<file path="src/rtl/multicycle_controller.sv">
// Multicycle RV32I control FSM: sequences each instruction over 3-5 cycles with a bounded memory wait.
// Optional build macro ILLEGAL_OP_TRAP_EN: undefined opcodes enter a sticky TRAP state instead of retiring as NOPs.
module multicycle_controller #(
    parameter int MEM_TIMEOUT = 15,
    parameter int CNT_W       = $clog2(MEM_TIMEOUT + 1)
) (
    input  logic       clk,
    input  logic       rst,
    input  logic [6:0] op_code,
    input  logic       mem_ready,
    output logic       mem_req,
    output logic       mem_write,
    output logic       adr_src,
    output logic       ir_write,
    output logic       pc_write,
    output logic       branch,
    output logic       reg_write,
    output logic [1:0] alu_src_A,
    output logic [1:0] alu_src_B,
    output logic [1:0] alu_op,
    output logic [1:0] result_src,
    output logic [2:0] imm_src,
    output logic       LD_ST_op,
    output logic       instr_done,
    output logic       bus_error,
    output logic       illegal_op
);

    localparam logic [6:0] OP_LOAD   = 7'd3;
    localparam logic [6:0] OP_STORE  = 7'd35;
    localparam logic [6:0] OP_R      = 7'd51;
    localparam logic [6:0] OP_I      = 7'd19;
    localparam logic [6:0] OP_BRANCH = 7'd99;
    localparam logic [6:0] OP_JAL    = 7'd111;
    localparam logic [6:0] OP_JALR   = 7'd103;
    localparam logic [6:0] OP_LUI    = 7'd55;
    localparam logic [6:0] OP_AUIPC  = 7'd23;

    typedef enum logic [3:0] {
        S_FETCH, S_DECODE, S_MEM_ADR, S_MEM_RD, S_MEM_WB, S_MEM_WR, S_EXEC_R, S_EXEC_I,
        S_ALU_WB, S_BRANCH, S_JALR, S_JMP, S_LUI, S_AUIPC, S_FAULT
`ifdef ILLEGAL_OP_TRAP_EN
        , S_TRAP
`endif
    } state_t;

    state_t           r_state;
    state_t           w_next;
    logic [CNT_W-1:0] r_cnt;
    logic             w_timeout;

    function automatic logic [2:0] imm_of(input logic [6:0] op);
        case (op)
            OP_STORE:          imm_of = 3'b001;
            OP_BRANCH:         imm_of = 3'b010;
            OP_JAL:            imm_of = 3'b011;
            OP_LUI, OP_AUIPC:  imm_of = 3'b100;
            default:           imm_of = 3'b000;
        endcase
    endfunction

    function automatic logic is_legal(input logic [6:0] op);
        case (op)
            OP_LOAD, OP_STORE, OP_R, OP_I, OP_BRANCH,
            OP_JAL, OP_JALR, OP_LUI, OP_AUIPC: is_legal = 1'b1;
            default:                          is_legal = 1'b0;
        endcase
    endfunction

    // The access faults on the cycle its wait count would reach MEM_TIMEOUT; ready wins in that cycle.
    assign w_timeout = (r_cnt == CNT_W'(MEM_TIMEOUT - 1));

    always_comb begin
        // NOTE: every signal assigned in a combinational block gets a default first, otherwise a latch is inferred.
        w_next = r_state;
        case (r_state)
            S_FETCH:   if (mem_ready) w_next = S_DECODE; else if (w_timeout) w_next = S_FAULT;
            S_DECODE: begin
                case (op_code)
                    OP_LOAD, OP_STORE: w_next = S_MEM_ADR;
                    OP_R:              w_next = S_EXEC_R;
                    OP_I:              w_next = S_EXEC_I;
                    OP_BRANCH:         w_next = S_BRANCH;
                    OP_JAL:            w_next = S_JMP;
                    OP_JALR:           w_next = S_JALR;
                    OP_LUI:            w_next = S_LUI;
                    OP_AUIPC:          w_next = S_AUIPC;
`ifdef ILLEGAL_OP_TRAP_EN
                    default:           w_next = S_TRAP;
`else
                    default:           w_next = S_FETCH;
`endif
                endcase
            end
            S_MEM_ADR: w_next = (op_code == OP_LOAD) ? S_MEM_RD : S_MEM_WR;
            S_MEM_RD:  if (mem_ready) w_next = S_MEM_WB; else if (w_timeout) w_next = S_FAULT;
            S_MEM_WR:  if (mem_ready) w_next = S_FETCH; else if (w_timeout) w_next = S_FAULT;
            S_MEM_WB, S_ALU_WB, S_BRANCH, S_LUI: w_next = S_FETCH;
            S_EXEC_R, S_EXEC_I, S_JMP, S_AUIPC:  w_next = S_ALU_WB;
            S_JALR:    w_next = S_JMP;
            S_FAULT:   w_next = S_FAULT;
`ifdef ILLEGAL_OP_TRAP_EN
            S_TRAP:    w_next = S_TRAP;
`endif
            default:   w_next = S_FETCH;
        endcase
    end

    always_ff @(posedge clk or posedge rst) begin
        if (rst) begin
            r_state <= S_FETCH;
            r_cnt   <= '0;
        end else begin
            // NOTE: sequential state is updated with non-blocking assignments so every register samples pre-edge values.
            r_state <= w_next;
            if (w_next != r_state || mem_ready)
                r_cnt <= '0;
            else if (mem_req)
                r_cnt <= r_cnt + CNT_W'(1);
        end
    end

    always_comb begin
        mem_req    = 1'b0;
        mem_write  = 1'b0;
        adr_src    = 1'b0;
        ir_write   = 1'b0;
        pc_write   = 1'b0;
        branch     = 1'b0;
        reg_write  = 1'b0;
        alu_src_A  = 2'b00;
        alu_src_B  = 2'b00;
        alu_op     = 2'b00;
        result_src = 2'b00;
        imm_src    = 3'b000;
        LD_ST_op   = 1'b0;
        instr_done = 1'b0;
        bus_error  = 1'b0;
        illegal_op = 1'b0;
        // NOTE: rst gates the decode combinationally so no enable can pulse while reset is held.
        if (!rst) begin
            imm_src = imm_of(op_code);
            case (r_state)
                S_FETCH: begin
                    imm_src    = 3'b000;
                    mem_req    = 1'b1;
                    alu_src_B  = 2'b10;
                    result_src = 2'b10;
                    ir_write   = mem_ready;
                    pc_write   = mem_ready;
                end
                S_DECODE: begin
                    alu_src_A = 2'b01;
                    alu_src_B = 2'b01;
`ifndef ILLEGAL_OP_TRAP_EN
                    instr_done = !is_legal(op_code);
`endif
                end
                S_MEM_ADR: begin
                    alu_src_A = 2'b10;
                    alu_src_B = 2'b01;
                    LD_ST_op  = 1'b1;
                end
                S_MEM_RD: begin
                    mem_req  = 1'b1;
                    adr_src  = 1'b1;
                    LD_ST_op = 1'b1;
                end
                S_MEM_WB: begin
                    result_src = 2'b01;
                    reg_write  = 1'b1;
                    instr_done = 1'b1;
                end
                S_MEM_WR: begin
                    mem_req    = 1'b1;
                    mem_write  = 1'b1;
                    adr_src    = 1'b1;
                    LD_ST_op   = 1'b1;
                    instr_done = mem_ready;
                end
                S_EXEC_R: begin
                    alu_src_A = 2'b10;
                    alu_op    = 2'b10;
                end
                S_EXEC_I: begin
                    alu_src_A = 2'b10;
                    alu_src_B = 2'b01;
                    alu_op    = 2'b10;
                end
                S_ALU_WB, S_LUI: begin
                    result_src = (r_state == S_LUI) ? 2'b11 : 2'b00;
                    reg_write  = 1'b1;
                    instr_done = 1'b1;
                end
                S_BRANCH: begin
                    alu_src_A  = 2'b10;
                    alu_op     = 2'b01;
                    branch     = 1'b1;
                    instr_done = 1'b1;
                end
                S_JALR, S_AUIPC: begin
                    alu_src_A = (r_state == S_JALR) ? 2'b10 : 2'b01;
                    alu_src_B = 2'b01;
                end
                S_JMP: begin
                    pc_write  = 1'b1;
                    alu_src_A = 2'b01;
                    alu_src_B = 2'b10;
                end
                S_FAULT: begin
                    imm_src   = 3'b000;
                    bus_error = 1'b1;
                end
`ifdef ILLEGAL_OP_TRAP_EN
                S_TRAP: begin
                    imm_src    = 3'b000;
                    illegal_op = 1'b1;
                end
`endif
                default: imm_src = 3'b000;
            endcase
        end
    end

endmodule

</file>
<file path="config.mk">
export PLATFORM = sky130hd
export DESIGN_NAME = multicycle_controller
export DESIGN_NICKNAME = d
export VERILOG_FILES = /design/src/rtl/multicycle_controller.sv
export SDC_FILE = /design/constraint.sdc
export NUM_CORES = 1
export LEC_CHECK = 0
export ABC_AREA = 1
export ABC_CLOCK_PERIOD_IN_PS = 2300
export CORE_MARGIN = 2
export CORE_UTILIZATION = 40
export DETAILED_ROUTE_END_ITERATION = 8
export GPL_ROUTABILITY_DRIVEN = 0
export PLACE_DENSITY = 0.8
export RECOVER_POWER = 100
export SETUP_SLACK_MARGIN = 0.15
export SKIP_LAST_GASP = 1
export SYNTH_ARGS = -nofsm -noshare
export SYNTH_HDL_FRONTEND = slang
export SYNTH_SLANG_ARGS = --single-unit
</file>
<file path="constraint.sdc">
create_clock -name clk -period 2.3 [get_ports clk]
set_input_delay 0.69 -clock clk [delete_from_list [all_inputs] [get_ports clk]]
set_output_delay 0.69 -clock clk [all_outputs]
set_load 0.05 [all_outputs]
</file>
==> out/metrics.csv, run 1 <==
metric,value,unit
status,"complete, but fails checks",
violations,setup timing,
wl,6840,µm
syn_to_final_growth,131,%
gr-max-usage-layer,met2,
io_pins,32,
yosys_warnings,0,
antenna_found_initial,0,
drt_iter0_drc,197,
nets,275,
worst_slew_pin_slew,0.554,ns
die_h,54.0,µm
fin_util,94.8,%
ys_async_sr_fraction,100,%
period_share,112,%
clk_path_buf_depth,2,
grt_max_degree,9,
initial_core_util,41.1,%
chipWidth,54.0,µm
die_area,2910,µm²
worstPathRequired,2.51,ns
total_power,0.00131,W
portBuffers,30,
hold_viol,0,
slowest_stage,buf_6,
clk_latency,0.28,ns
critical-path-max-stage-delay,0.14,ns
grt-ovfl-total,0,
use_met3,8.33,%
end_kind,register,
timing.fmax,390,MHz
finalWorstSetupSlack,-0.266,ns
syn_inst,179,
hp-class,register to register,
fin_skew,0.0227,ns
critPathTopFamily,simple AND/OR/NAND/NOR gates,
antenna_left,0,
rows,18,
peakVddDrop,723,µV
grtUsageMet1,37.6,%
synth_edf_count,0,
yosys_most_used_dff,dfrtp_1,
power.density,569,nW/µm²
path_class,input pin to register,
grt_pass1_vias,1524,
cts-root-buf,clkbuf_4,
slew_headroom,63.1,%
clk_pin_slew,0.08,ns
drtPass1Iterations,6,
avgViaCountPerCell,6.59,
post-dp-hpwl,2630,µm
cp.arrival,2.78,ns
synth_cell_types,25,
synth_area,1000,µm²
cap_violations,0,
h-tree-depth,1,
synth_seq_cells,8,
core,2430,µm²
cts_hold_buf,0,
p_leak,1.12,nW
track_usage,32.3,%
seq_area_frac_synth,20.0,%
crit_top_cell,buf_6,
crit_path_start_kind,input pin,
rsz0062_at_grt,yes,
fin_tns_setup,-2.85,ns
cp_max_fo,4,
drc,0,
fill_cells,67,
cts_buffers,3,
vias,1919,
grt_first_pass_wirelength,6840,µm
crit_buf_inv,10,
cts_sinks,8,
cts_tree,built,
routedWlPerCell,23.5,µm
report.final.setup_viol,18,
drive_above_1_share,59.8,%
finalCriticalPeriod,2.57,ns
drv_slew,0,
cp_cell_sequence,buf_4 -> inv_4 -> nand2_2 -> nor2_4 -> nand2_1 -> nand3_2 -> buf_6 -> buf_6 -> buf_6 -> buf_6 -> buf_6 -> buf_6 -> buf_6 -> buf_6 -> nand2_4 -> nand2_4 -> nand2_4 -> nand2_4 -> nor2_4 -> nand2_4 -> nor2_4,
syn_area_per_cell,5.58,µm²
hold_slack,0.663,ns
synth_nets,191,
diodes,0,
use_met2,55.1,%
layout make-up:
| cell class | instances | area, µm² | area share [%] |
|---|---|---|---|
| multi-input combinational | 144 | 1050 | 45.7 |
| timing repair buffer | 81 | 878 | 38.1 |
| sequential | 8 | 205 | 8.90 |
| inverter | 25 | 108 | 4.67 |
| tap | 30 | 37.5 | 1.63 |
| clock buffer | 3 | 22.5 | 0.977 |
metal layers:
layer  wire length [µm]  share of wire, %
met1               2240                33
met2               3070                45
met3                901                13
met4                636               9.3
met5                  0                 0
sequential cells by signal (all words and copies together) (netlist names):
| register | count |
|---|---|
| r_cnt | 4 |
| r_state | 4 |
placed cells by master (no fill, tap or decap), types with 3 or more instances in the layout:
cell type,instances
nand3_1,14
buf_12,15
a21oi_4,4
nand2_1,42
inv_2,5
buf_6,23
dfrtp_2,4
nand2_4,11
buf_4,34
inv_4,5
nor2_1,8
nor2_2,10
dfrtp_1,4
clkbuf_4,3
clkbuf_1,4
inv_1,14
nor2_4,18
nand2_2,8
xor2_1,3
a21oi_1,3
path summary, 6_finish.rpt:
kind	cells after the start	endpoint	slack (ns)	from
max	21	r_cnt[3]$_DFFE_PP0P_	-0.27	op_code[3]
min	2	r_cnt[3]$_DFFE_PP0P_	0.66	r_cnt[3]$_DFFE_PP0P_
max reg2reg	13	r_cnt[3]$_DFFE_PP0P_	0.22	r_state[2]$_DFF_PP0_
min reg2reg	2	r_cnt[3]$_DFFE_PP0P_	0.66	r_cnt[3]$_DFFE_PP0P_
max in group asynchronous	4	r_state[0]$_DFF_PP0_	0.95	rst
min in group asynchronous	4	r_cnt[2]$_DFFE_PP0P_	0.92	rst
report_power, final:
group | switching (W) | total, W | internal [W]
clock | 0.0000609 | 0.000121 | 0.0000602
combinational | 0.000602 | 0.00100 | 0.000399
sequential | 0.0000319 | 0.000189 | 0.000157
total | 0.000695 | 0.00131 | 0.000616
synth_stat cells (2+ instances only):
library cell	instances	area share (%)
a21oi_1	8	4.0
a41oi_1	2	1.8
dfrtp_1	8	20
ha_1	2	2.5
inv_1	23	8.6
inv_2	2	0.75
nand2_1	56	21
nand2_2	5	3.1
nand3_1	17	8.5
nand3b_1	2	1.5
nand4_1	2	1.3
nor2_1	31	12
nor2_2	5	3.1
o21ai_0	3	1.5
xor2_1	3	2.6
kinds of logic after synthesis:
logic type      after synthesis  synth area share [%]
compound gates               17                  10.4
other cells                   1                 0.375
buf+inv                      27                  10.5
flops                         8                  20.0
fa+ha+maj                     2                  2.50
simple gates                121                  53.6
xor+xnor                      3                  2.63
through the flow:
| step | cells | worst slack (ns) | cell area (µm²) |
|---|---|---|---|
| 2_1_floorplan | 179 | -0.0950 | 1110 |
| 3_3_place_gp | 261 | -0.485 | 1750 |
| 3_5_place_dp | 261 | -0.533 | 1750 |
| 4_1_cts | 281 | -0.106 | 2010 |
| 5_1_grt | 291 | -0.311 | 2300 |
| 6_report | 291 | -0.266 | 2300 |
worst min-delay path: stages, from the launching register on:
cell and delay, ns:
dfrtp_1 0.39, xor2_1 0.14, nor2_4 0.09
timing repair:
action | CTS | global route
pin swaps | 19 | 27
setup buffers | 17 | 10
resized for setup | 76 | 63
cloned | 0 | 0
endpoints found under the setup margin | 22 | 26
Note: power is estimated with default switching activity, not from simulation.
==> inputs of run 2 (changes only) <==
--- a/config.mk
+++ b/config.mk
@@ -8,10 +8,11 @@
 export ABC_AREA = 1
 export ABC_CLOCK_PERIOD_IN_PS = 2300
 export CORE_MARGIN = 2
-export CORE_UTILIZATION = 40
+export CORE_UTILIZATION = 46
+export CTS_CLUSTER_SIZE = 10
 export DETAILED_ROUTE_END_ITERATION = 8
 export GPL_ROUTABILITY_DRIVEN = 0
-export PLACE_DENSITY = 0.8
+export PLACE_DENSITY = 0.89
 export RECOVER_POWER = 100
 export SETUP_SLACK_MARGIN = 0.15
 export SKIP_LAST_GASP = 1
==> run 2 against run 1 <==
Effect of this change:
- the run now fails in clock tree synthesis
- synthesized cell count unchanged
- synthesized area unchanged
==> out/metrics.csv, run 2 <==
metric,value,unit
synth_edf_count,0,
cts_sinks,8,
h-tree-depth,1,
placedCellCount,260,
portBuffers,30,
synth_area,1000,µm²
chipWidth,50.6,µm
synth_cell_types,25,
haltStage,clock tree synthesis,
post-dp-hpwl,3290,µm
status,aborted with a tool error,
synth.most_common_cell,nand2_1,
io_pins,32,
ys_async_sr_fraction,100,%
rows,16,
initial_core_util,49.9,%
cts-root-buf,clkbuf_4,
die_h,50.6,µm
firstError,"[ERROR DPL-0038] Utilization greater than 100%, impossible to legalize",
seq_area_frac_synth,20.0,%
synth_area_leaders,"nand2_1, dfrtp_1, nor2_1, inv_1, nand3_1",
yosys_warnings,0,
yosys_most_used_dff,dfrtp_1,
synth_common_cells,"nand2_1, nor2_1, inv_1",
cts_resized,106,
synth_top_area_share,21.0,%
clk_path_buf_depth,2,
syn_inst,179,
synth.largest_area_cell,nand2_1,
cts_hold_buf,0,
synth_nets,191,
synth_seq_cells,8,
cts_buffers,3,
syn_area_per_cell,5.58,µm²
post_cts_buffers,27,
==> run 2: cell counts after synthesis <==
Identical to the previous run, type by type.
==> run 2: through the flow <==
step	util (%)	setup slack [ns]	TNS [ns]	instance area, µm²
2_1_floorplan	-	-0.0950	-0.0950	1110
3_3_place_gp	87.3	-0.477	-3.94	1750
3_5_place_dp	87.3	-0.576	-4.70	1750
==> run 2: cells by family after synthesis <==
kind of cell	share of synthesized area [%]
AND/OR/NAND/NOR	53.6
buffers and inverters	10.5
AO/OA/AOI/OAI	10.4
flip-flops	20.0
XOR/XNOR	2.63
adder cells (fa/ha/maj)	2.50
other	0.375
==> inputs of run 3 (changes only) <==
--- a/config.mk
+++ b/config.mk
@@ -7,14 +7,12 @@
 export LEC_CHECK = 0
 export ABC_AREA = 1
 export ABC_CLOCK_PERIOD_IN_PS = 2300
-export CORE_MARGIN = 2
-export CORE_UTILIZATION = 46
-export CTS_CLUSTER_SIZE = 10
+export CORE_AREA = 2 2 63 65
 export DETAILED_ROUTE_END_ITERATION = 8
+export DIE_AREA = 0 0 65 67
 export GPL_ROUTABILITY_DRIVEN = 0
-export PLACE_DENSITY = 0.89
+export PLACE_DENSITY_LB_ADDON = 0.15
 export RECOVER_POWER = 100
-export SETUP_SLACK_MARGIN = 0.15
 export SKIP_LAST_GASP = 1
 export SYNTH_ARGS = -nofsm -noshare
 export SYNTH_HDL_FRONTEND = slang
==> run 3 against run 2 <==
Effect of this change:
- the flow now finishes, with violations (setup timing)
==> out/metrics.csv, run 3 (synthesized netlist as in run 1, its figures left out) <==
metric,value,unit
antenna_left,0,
finalCriticalPeriod,2.35,ns
track_usage,16.5,%
clk_path_buf_depth,2,
die_h,67,µm
cts_sinks,8,
rsz0062_at_grt,yes,
fin_tns_setup,-0.115,ns
io_pins,32,
cap_violations,0,
initial_core_util,27.7,%
h-tree-depth,1,
post-dp-hpwl,2710,µm
postLayoutCellArea,2030,µm²
hold_viol,0,
seqPwrFrac,16.9,%
timing.fmax,426,MHz
combinationalPowerShare,67.5,%
startpoint,op_code[3],
power.density,530,nW/µm²
cp_cell_sequence,buf_6 -> inv_2 -> nand2_2 -> nor2_2 -> nand2_1 -> nand3_2 -> nand3b_1 -> a41oi_2 -> buf_12,
wl,3480,µm
rows,22,
largestRegisters,"r_cnt x4, r_state x4",
nets,261,
grt_max_degree,15,
cts_hold_buf,0,
swShare,47.3,%
drt_iter0_drc,57,
crit_path_start_kind,input pin,
fill_cells,338,
final-instance-count-excl-fill,295,
multiInputGateArea,866,µm²
path_class,input pin to output port,
fin_skew,0.00152,ns
routedWlPerCell,11.8,µm
avgViaCountPerCell,4.66,
cts_tree,built,
drc,0,
grt-ovfl-total,0,
total_power,0.00107,W
cts-root-buf,clkbuf_8,
clk_pin_slew,0.04,ns
p_sw,0.000508,W
drtPass1Iterations,4,
slowest_stage,buf_12,
internal_power,0.000565,W
portBuffers,30,
placedCellCount,282,
cp.arrival,1.66,ns
report.final.setup_viol,3,
end_kind,output port,
status,"complete, but fails checks",
drv_slew,0,
hp-class,register to register,
post_dp_cell_area,1810,µm²
critical-path-max-stage-delay,0.18,ns
vias,1376,
finalWorstSetupSlack,-0.0483,ns
r2r_start,r_cnt[0]$_DFFE_PP0P_,
core,3610,µm²
final_common_cell,nand2_1,
layout_common_cells,"nand2_1, buf_4, inv_1, nor2_1, buf_12",
clk_latency,0.23,ns
violations,setup timing,
syn_to_final_growth,103,%
drive_above_1_share,49.8,%
period_share,102,%
antenna_found_initial,0,
peakVddDrop,397,µV
grt_pass1_vias,1267,
grt_first_pass_wirelength,5630,µm
hold_slack,0.554,ns
worstPathRequired,1.61,ns
ff_latch_area,204,µm²
pwr-share-clk,15.6,%
chipWidth,65,µm
min-delay-start,r_cnt[3]$_DFFE_PP0P_,
diodes,0,
p_leak,1.02,nW
cts_buffers,3,
cp_max_fo,4,
die_area,4360,µm²
## run 3: cell type report
class	instances	share of cell area, %
Inverter	25	4.88
Clock buffer	3	2.04
Timing Repair Buffer	67	37.3
Tap cell	48	2.96
Sequential cell	8	10.1
Multi-Input combinational cell	144	42.7
## run 3: metal layers
| layer | share of wire (%) | wire length, µm | GRT usage (%) |
|---|---|---|---|
| met5 | 0 | 0 | 0 |
| met4 | 0.63 | 22 | 3.72 |
| met3 | 5.3 | 184 | 3.04 |
| met2 | 52 | 1810 | 30.8 |
| met1 | 42 | 1460 | 19.5 |
## run 3: power by group through the flow
stage / registers (W) / clock network, W / logic, W
global placement: 0.000178 / 0 / 0.000701
floorplan: 0.000173 / 0 / 0.000397
global route: 0.000185 / 0.000180 / 0.000771
detailed placement: 0.000179 / 0 / 0.000703
CTS: 0.000178 / 0.000172 / 0.000729
finish: 0.000181 / 0.000168 / 0.000724
## run 3: repair_timing
action,CTS,global route
buffers inserted,8,4
endpoints found under the setup margin,21,16
pin swaps,17,18
resized for setup,69,22
gates cloned,0,0
## run 3: metrics by stage
step	setup slack (ns)	util, %
finish	-0.0483	56.2
global route	-0.131	56.2
CTS	-0.0895	54.9
detailed placement	-0.497	50.2
global placement	-0.459	50.2
floorplan	-0.251	-
## run 3: worst paths after layout
check                                       end  slack (ns)  cells after the start
max                                  instr_done       -0.05                      9
min                        r_cnt[3]$_DFFE_PP0P_        0.55                      2
max reg2reg                r_cnt[3]$_DFFE_PP0P_        0.51                     11
min reg2reg                r_cnt[3]$_DFFE_PP0P_        0.55                      2
max in group asynchronous  r_state[0]$_DFF_PP0_        1.50                      4
min in group asynchronous  r_state[3]$_DFF_PP0_        0.64                      4
## run 3: critical path, delay by kind of cell
family,cells,cell delay [ns]
compound gates,1,0.13
simple gates,5,0.49
buf+inv,3,0.35
==> patch: new RTL, flow settings as in run 1 <==
Set the parameter `MEM_TIMEOUT` to 30 (it was 15).
--- a/src/rtl/multicycle_controller.sv
+++ b/src/rtl/multicycle_controller.sv
@@ -1,7 +1,7 @@
 // Multicycle RV32I control FSM: sequences each instruction over 3-5 cycles with a bounded memory wait.
 // Optional build macro ILLEGAL_OP_TRAP_EN: undefined opcodes enter a sticky TRAP state instead of retiring as NOPs.
 module multicycle_controller #(
-    parameter int MEM_TIMEOUT = 15,
+    parameter int MEM_TIMEOUT = 30,
     parameter int CNT_W       = $clog2(MEM_TIMEOUT + 1)
 ) (
     input  logic       clk,
Behaviour: same outputs for any inputs over 10 cycles, from zero or initial values and one cycle with rst high; that may be too few to reach the edited logic, so the function may still have changed.
==> patch against run 1 <==
The run now fails in global routing (5_1_grt); synthesized area is 9.6% higher.
==> patch: results <==
[synthesis]
ys_async_sr_fraction_pct = 100
synth_nets = 195
synthFlopType = "dfrtp_1"
yosysSeqAreaShare_pct = 20.5
ys_types = 31
synth.area.top_cells = "dfrtp_1 21%, nand2_1 16%, nor2_1 12%"
synth_seq_cells = 9
synthTopCellsByCount = "46 x nand2_1, 34 x nor2_1, 25 x inv_1, 12 x nand3_1"
yosys_warnings = 0
netlist_area_um2 = 1100

[global_route]
grt_max_degree = 14

[place]
io_buffers = 30
dp_hpwl_um = 2700
post-place-ws_ns = -0.616
place_area_um2 = 1840

[outcome]
stop_error = "[ERROR DPL-0038] Utilization greater than 100%, impossible to legalize"
status = "aborted with a tool error"
lastStage = "global routing (5_1_grt)"

[clocking]
htree_levels = 1
cts_made_buffers = 3
cts-root-buf = "clkbuf_4"
cts_buffer_depth = 2

[timing]
worstEndpointType = "top-level output"
postGrtWorstEndpoint = "instr_done"
==> patch: cell count changes after synthesis, sizes merged, moves of 2 or more <==
cell | run 1 | this run
xnor2 | 0 | 2
inv | 25 | 27
o22ai | 0 | 2
nand2 | 62 | 54
nor3 | 1 | 4
a41oi | 2 | 0
nand3 | 18 | 15
nor2 | 36 | 41
==> patch: cell families after synthesis <==
group                      after synthesis  synth area share (%)
and+or+nand+nor                        119                  51.9
DFF                                      9                  20.5
adders and majority gates                2                  2.28
AOI/OAI and AO/OA                       18                  10.2
xor gates and xnor gates                 4                  3.20
buffers and inverters                   30                  11.5
other                                    1                 0.342
==> patch: repair_timing <==
item / in CTS
gates resized for setup: 94
setup endpoints to repair: 26
setup buffers: 36
pin swaps: 18
==> patch: metrics by stage <==
step / hold WS (ns) / std cells / util, %
3_5_place_dp: 0.564 / 268 / 72.4
2_1_floorplan: 0.502 / 183 / -
4_1_cts: 0.575 / 308 / 90.8
3_3_place_gp: 0.543 / 268 / 72.4
